File: config.mk
export PLATFORM = sky130hd
export DESIGN_NAME = fc_argmax
export DESIGN_NICKNAME = d
export VERILOG_FILES = /design/src/rtl/fc_argmax.sv
export SDC_FILE = /design/constraint.sdc
export NUM_CORES = 1
export LEC_CHECK = 0
export BUFFER_PORTS_ARGS = -buffer_cell sky130_fd_sc_hd__buf_2
export CAP_MARGIN = 0
export CORE_MARGIN = 3
export CORE_UTILIZATION = 45
export DETAILED_ROUTE_END_ITERATION = 7
export HOLD_SLACK_MARGIN = 0.15
export PLACE_DENSITY_LB_ADDON = 0.3
export SYNTH_ARGS = -nofsm -noshare
export SYNTH_HDL_FRONTEND = slang
export SYNTH_SLANG_ARGS = --single-unit
File: constraint.sdc
create_clock -name clk -period 5.1 [get_ports clk]
set_input_delay 0.765 -clock clk [delete_from_list [all_inputs] [get_ports clk]]
set_output_delay 0.765 -clock clk [all_outputs]
set_load 0.005 [all_outputs]
File: src/rtl/fc_argmax.sv
// Argmax stage behind the final fully-connected layer: captures N neuron outputs,
// scans them one per cycle and returns the first index holding the largest value.
module fc_argmax #(
    parameter int WIDTH = 8,
    parameter int N     = 10,
    parameter int ZW    = WIDTH * 2 + 6,
    parameter int IW    = (N > 1) ? $clog2(N) : 1
) (
    input  logic          clk,
    input  logic          rst_n,
    input  logic          in_valid,
    output logic          in_ready,
    input  logic [ZW-1:0] z [0:N-1],
    output logic          out_valid,
    input  logic          out_ready,
    output logic [IW-1:0] class_idx,
    output logic [ZW-1:0] max_val
);

    localparam logic [1:0] IDLE = 2'd0;
    localparam logic [1:0] SCAN = 2'd1;
    localparam logic [1:0] HOLD = 2'd2;

    localparam logic [IW-1:0] LAST  = IW'(N - 1);
    localparam logic [IW-1:0] FIRST = (N > 1) ? IW'(1) : '0;

    logic [1:0]    state;
    logic [IW-1:0] cnt;
    logic [IW-1:0] best_idx;
    logic [ZW-1:0] best_val;
    logic [ZW-1:0] zbuf [0:N-1];

    // NOTE: state is updated with <= only, so every register samples pre-edge values.
    always_ff @(posedge clk or negedge rst_n) begin
        if (!rst_n) begin
            state    <= IDLE;
            cnt      <= '0;
            best_idx <= '0;
            best_val <= '0;
            // NOTE: the capture buffer is reset too, so an aborted vector leaves no trace.
            for (int i = 0; i < N; i++) zbuf[i] <= '0;
        end else begin
            case (state)
                IDLE: begin
                    if (in_valid) begin
                        for (int i = 0; i < N; i++) zbuf[i] <= z[i];
                        best_val <= z[0];
                        best_idx <= '0;
                        cnt      <= FIRST;
                        state    <= (N == 1) ? HOLD : SCAN;
                    end
                end
                SCAN: begin
                    // Strict compare keeps the lowest index on ties.
                    if (zbuf[cnt] > best_val) begin
                        best_val <= zbuf[cnt];
                        best_idx <= cnt;
                    end
                    if (cnt == LAST) state <= HOLD;
                    else             cnt   <= cnt + 1'b1;
                end
                HOLD: begin
                    if (out_ready) state <= IDLE;
                end
                default: state <= IDLE;
            endcase
        end
    end

    assign in_ready  = (state == IDLE);
    assign out_valid = (state == HOLD);
    assign class_idx = best_idx;
    assign max_val   = best_val;

endmodule

=== After elaboration in Yosys (flattened, before gate mapping) ===
Cells that the tools add are included.

* Word-level logic and storage cells: 48
* Memories kept: 0
* Output and inout bits: 28
* Register bits: 252
* Bits in writable memories: 0
* Latch bits: 0
* Memory bits (read-only): 0

* Reduce and logical (&&, ||, !) cells: 6
* Div/mod/pow operators: 0
* Order comparisons: 2
* Eq/ne operators: 8
* Shift-type cells: 0
* Multipliers: 0
* Bitwise operators: 1
* Multiplexer cells: 16
* $add $sub $neg: 1

{| class="wikitable"
|+ Operators by type and width
! kind !! count
|-
| $bmux W22 S4 || 1
|-
| $mux W22 || 4
|-
| $pmux W22 S2 || 1
|-
| $gt A22 B22 Y1 || 1
|-
| $mux W4 || 4
|-
| $pmux W4 S2 || 2
|-
| $reduce_and A3 Y1 || 3
|-
| $ne A2 B2 Y1 const B || 4
|-
| $mux W2 || 3
|-
| $pmux W2 S3 || 1
|-
| $ge A5 B5 Y1 const B || 1
|-
| $not A4 Y5 || 1
|-
| $add A4 B1 Y4 const B || 1
|-
| $eq A4 B4 Y1 const B || 1
|-
| $eq A2 B1 Y1 const B || 1
|-
| $eq A2 B2 Y1 const B || 1
|-
| $logic_not A2 Y1 || 1
|-
| $ne A2 B1 Y1 const B || 1
|-
| $reduce_and A2 Y1 || 1
|-
| $reduce_bool A2 Y1 || 1
|}

=== Depth between registers and ports, before layout ===
* Depth in word-level cells: 7
* Gate-level depth with buffers: 14
* Mapped depth without buffers: 11

=== Worst setup path after synthesis ===
No wires, ideal clock.

* Path kind: flip-flop to flip-flop
* Start point: register cnt[0]
* End point: register best_val[10], in the netlist max_val[10]
* Stages on the path, launching flop included: 13
* Path slack: 1521 ps
* Period minus slack after synthesis: 3579 ps
* Library setup time: 125 ps
* Arrival time: 3454 ps
* Path buffers: 3
* Required time: 4975 ps
* Cells stage by stage: dfrtp_1 > buf_2 > buf_1 > mux2i_1 > o22ai_1 > ha_1 > nand4_1 > or4_1 > o31a_1 > or2_0 > o31a_4 > buf_12 > mux2_4

* Word-level cells in the longest chain between the ends: 7
* Elaborated cells between the ends (all ways): 9
* Classes of those cells: 1 x order compare; 1 x eq/ne; 5 x mux; 1 x bitwise; 1 x reduce/logical

{| class="wikitable"
|+ RTL lines
! item !! line !! source
|-
| start: declaration || 28 || <nowiki>logic [IW-1:0] cnt;</nowiki>
|-
| start signal: assignment || 60 || <nowiki>else cnt <= cnt + 1'b1;</nowiki>
|-
| $not A4 Y5 (implied by the code) * || 55, 56 ||
|-
| $bmux W22 S4 * || 55, 56 ||
|-
| $mux W22 (implied by the code) * (2 in a row) || 55, 56 ||
|-
| $gt A22 B22 Y1 || 55 || <nowiki>if (zbuf[cnt] > best_val) begin</nowiki>
|-
| $ne A2 B2 Y1 (no line) || -- ||
|-
| $reduce_and A3 Y1 (no line) || -- ||
|-
| end signal: assignment || 47 || <nowiki>best_val <= z[0];</nowiki>
|-
| end signal: assignment || 56 || <nowiki>best_val <= zbuf[cnt];</nowiki>
|-
| end: declaration || 30 || <nowiki>logic [ZW-1:0] best_val;</nowiki>
|}

Mark *: on every way between the ends. The rest lies on a longest branch, timed or not. The select of a mux whose other input is x is not followed.
A chain may end at the register's enable or synchronous reset.

=== Worst setup path after layout ===
* Start point: register cnt[2]
* End point: register best_val[5], in the netlist max_val[5]

Same word-level chain as after synthesis.

==> metrics.txt <==
Net Sw Power 4200 uW; Port Buf Inserts about 250; horizontal die dimension 170 um; routability-driven placement congestion ratio between 0.9 and 1; via count of the first global-routing pass 9,641; pin count of the biggest net entering global routing 175; internal power 6500 uW; relative slew slack about 36%; DR pass1 iterations 5; path category of the worst min-delay check in2async; Cell variety after synth 36; total of warnings raised by yosys 0; Boundary Pins around 250; crit-path max cell delay just under 0.7 ns; placement-stage worst setup slack 0.945 ns; Setup Total Neg Slack 0 ns; proportion of synthesized chip area in sequential cells a little over half; relative contribution of combinational cells to total power between 40 and 50%; Clock Tree Root sky130_fd_sc_hd__clkbuf_16; final critical-path share of the clock period 83.1%; Die Y-Extent 170 um; count of hold-fix buffers inserted at cts 0; type of the setup path with the least slack reg2reg; leakage power 0.00787 uW; FP Rows 59; max capacitance violation total 0; first-iteration detailed-routing DRC count 933; first-pass GRT wire length roughly 55 mm; total detailed-routing wirelength ~37 mm; final antenna-violating net count 0; source-to-sink clock delay at the later pin of the worst-skew pair 0.55 ns; Max stage delay cell, worst path sky130_fd_sc_hd__dfrtp_4; status complete, no violations; Std-Cell Core Area roughly 26,000 sq um; required time worst endpoint 5.53 ns; ratio of cells with drive above 1 in the final layout roughly 25%; top layer used by detailed routing met4; cts bufs inserted 27; CTS tree yes; final setup fails 0; # DRC 0; highest achievable clock rate 236 MHz; sequential share of power 35.8%; Slew Viols, Final 0; initial cell density of the core 46.2%; Switching Share 39.3%; Net Count, Synth roughly 1,600; die area 28,900 sq um; share of flip-flops with an asynchronous set or reset after synthesis 100%; setup repair bufs after CTS 0; clock power share about a fifth; mapped cell area between 10,000 and 15,000 sq um; detailed-placement wirelength estimate 27.0 mm; number of fillers in the final layout 2,300; total number of vias 9,989; via density per instance 5.32; largest cells by area after synthesis sky130_fd_sc_hd__dfrtp_1, sky130_fd_sc_hd__nand2_1, sky130_fd_sc_hd__mux2i_1; post-route clock skew between 0.01 and 0.015 ns; slack of the critical path ~0.86 ns; Worst Path Max Fanout 32; count of placed standard cells in the final layout, fillers left out 1,879; WP data arrival 4.66 ns; sum of met3 wire segment lengths after detailed routing approximately 3.5 mm; per-cell routed wire length 19.6 um; Power Density 735 nW/um^2; Worst Setup End Kind register; Clock Sinks 252; Cell Count Post-Placement 1,830; primary flip-flop cell chosen by synthesis mapping sky130_fd_sc_hd__dfrtp_1; count of instances resized after the clock tree is built 0; number of instances in the synthesized netlist 1,309; cell accounting for the most synthesized area sky130_fd_sc_hd__dfrtp_1; synthesized flop and latch total 252; minimum clock period roughly 4.2 ns; CP startpoint kind register; Routed met2 length roughly 17 mm; # H-tree levels 1; Congestion Overflow GR 0; maximum root-to-sink buffer count 3; Clock transition at path regs roughly 0.060 ns; RSZ-0062 raised after global routing no; routed metal-1 wire length 15.6 mm; number of nets in the layout 1,772; number of flops mapped to enable cells by yosys 0; series of cell instances along the critical path inv_1 -> nand3_1 -> o22ai_1 -> ha_1 -> nand4_1 -> or4_1 -> o31a_1 -> or2_0 -> o31a_4 -> mux2_4; Synth top area share 52.1%; actual slew at the worst max-slew pin just under 1 ns; number of antenna violations at the first check in global routing 1; maximum VDD drop 0.391 mV; Synth-to-Final Area Change 20.4%; average cell area after synthesis a little over 9 sq um; final hold violation count 0; total global-route track usage about a quarter
==> cells by family (layout without fill, tap and decap cells) <==
logic type	after synthesis	after routing	share of synthesized area, %
compound gates	69	69	4.25
xor+xnor	1	1	0.0724
fa+ha+maj	24	24	2.48
buf+inv	106	340	3.65
flops	252	252	52.1
mux	136	136	14.7
other cells	0	1	0
simple gates	721	721	22.7
==> per-stage QoR <==
| stage | area [sq um] | power, uW | util (%) | hold slack, ns |
|---|---|---|---|---|
| 2_1_floorplan | 12100 | 7090 | - | 0.440 |
| 3_3_place_gp | 13600 | 8390 | 51.9 | 0.453 |
| 3_5_place_dp | 13600 | 8530 | 51.9 | 0.460 |
| 4_1_cts | 14600 | 10700 | 55.6 | 0.319 |
| 5_1_grt | 14600 | 11400 | 55.6 | 0.338 |
| 6_report | 14600 | 10700 | 55.6 | 0.270 |
==> cell usage in the layout, fill, tap and decap left out, types with 2 or more instances in the layout <==
cell type                   count
sky130_fd_sc_hd__a21oi_1       13
sky130_fd_sc_hd__a221o_1       21
sky130_fd_sc_hd__buf_12         3
sky130_fd_sc_hd__buf_2        250
sky130_fd_sc_hd__buf_4         11
sky130_fd_sc_hd__bufinv_16      4
sky130_fd_sc_hd__clkbuf_1       3
sky130_fd_sc_hd__clkbuf_16     27
sky130_fd_sc_hd__clkbuf_8       7
sky130_fd_sc_hd__clkinv_2       4
sky130_fd_sc_hd__dfrtp_1      250
sky130_fd_sc_hd__dfrtp_4        2
sky130_fd_sc_hd__ha_1          24
sky130_fd_sc_hd__inv_1         27
sky130_fd_sc_hd__mux2_2        24
sky130_fd_sc_hd__mux2_4        20
sky130_fd_sc_hd__mux2i_1       69
sky130_fd_sc_hd__mux4_2        23
sky130_fd_sc_hd__nand2_1      677
sky130_fd_sc_hd__nand3_1        4
sky130_fd_sc_hd__nand4_1        5
sky130_fd_sc_hd__nor2_1        25
sky130_fd_sc_hd__o21ai_0        6
sky130_fd_sc_hd__o22ai_1       21
==> worst paths after layout <==
kind                       startpoint         end  slack [ns]  cells after the start
max reg2reg                    cnt[2]  max_val[5]        0.86                     10
min reg2reg                 zbuf[100]   zbuf[100]        0.48                      2
max                            cnt[2]  max_val[5]        0.86                     10
min in group clk                z[94]    zbuf[94]        0.40                      3
max in group asynchronous       rst_n    zbuf[22]        3.73                      2
min                             rst_n   zbuf[126]        0.27                      1
==> flip-flops by register name, summed over array words and instances (netlist names) <==
| name | cells |
|---|---|
| class_idx | 4 |
| cnt | 4 |
| max_val | 22 |
| state | 2 |
| zbuf | 220 |
==> cell usage after synthesis, types with 13 or more instances <==
master                     number
sky130_fd_sc_hd__inv_1         27
sky130_fd_sc_hd__mux4_2        23
sky130_fd_sc_hd__dfrtp_1      252
sky130_fd_sc_hd__mux2_4        20
sky130_fd_sc_hd__ha_1          24
sky130_fd_sc_hd__clkbuf_1      56
sky130_fd_sc_hd__o22ai_1       21
sky130_fd_sc_hd__nand2_1      678
sky130_fd_sc_hd__mux2i_1       69
sky130_fd_sc_hd__a221o_1       21
sky130_fd_sc_hd__nor2_1        25
sky130_fd_sc_hd__mux2_2        24
sky130_fd_sc_hd__a21oi_1       13
==> worst max-delay path: cells and delay by family, from the launching register on <==
kind	cells	cell delay [ns]
flip-flops	1	0.68
adder cells (fa/ha/maj)	1	0.22
AO/OA/AOI/OAI	3	1.05
multiplexers	1	0.36
buffers and inverters	1	0.16
AND/OR/NAND/NOR	4	1.61
==> power groups by stage <==
| stage | Combinational [uW] | Sequential (uW) | Clock, uW |
|---|---|---|---|
| 6_report | 4770 | 3830 | 2100 |
| 5_1_grt | 5260 | 3920 | 2210 |
| 4_1_cts | 4750 | 3800 | 2130 |
| 3_5_place_dp | 4720 | 3820 | 0 |
| 3_3_place_gp | 4550 | 3840 | 0 |
| 2_1_floorplan | 3720 | 3370 | 0 |
==> metal layers <==
metal	GRT usage (%)	vias to the layer above
met2	37.6	429
met5	0	-
met4	6.88	0
met1	35.9	4835
li1	-	4664
met3	6.36	61
==> final cells by class <==
class / instances / area, sq um / share of cell area [%]
antenna: 1 / 2.50 / 0.0172
clock buffer: 37 / 783 / 5.38
clock inverter: 11 / 179 / 1.23
inverter: 27 / 101 / 0.696
multi-input combinational: 951 / 5360 / 36.8
sequential: 252 / 6310 / 43.3
tap: 335 / 419 / 2.88
timing repair buffer: 265 / 1410 / 9.67
Note: power is estimated with default switching activity, not from simulation.
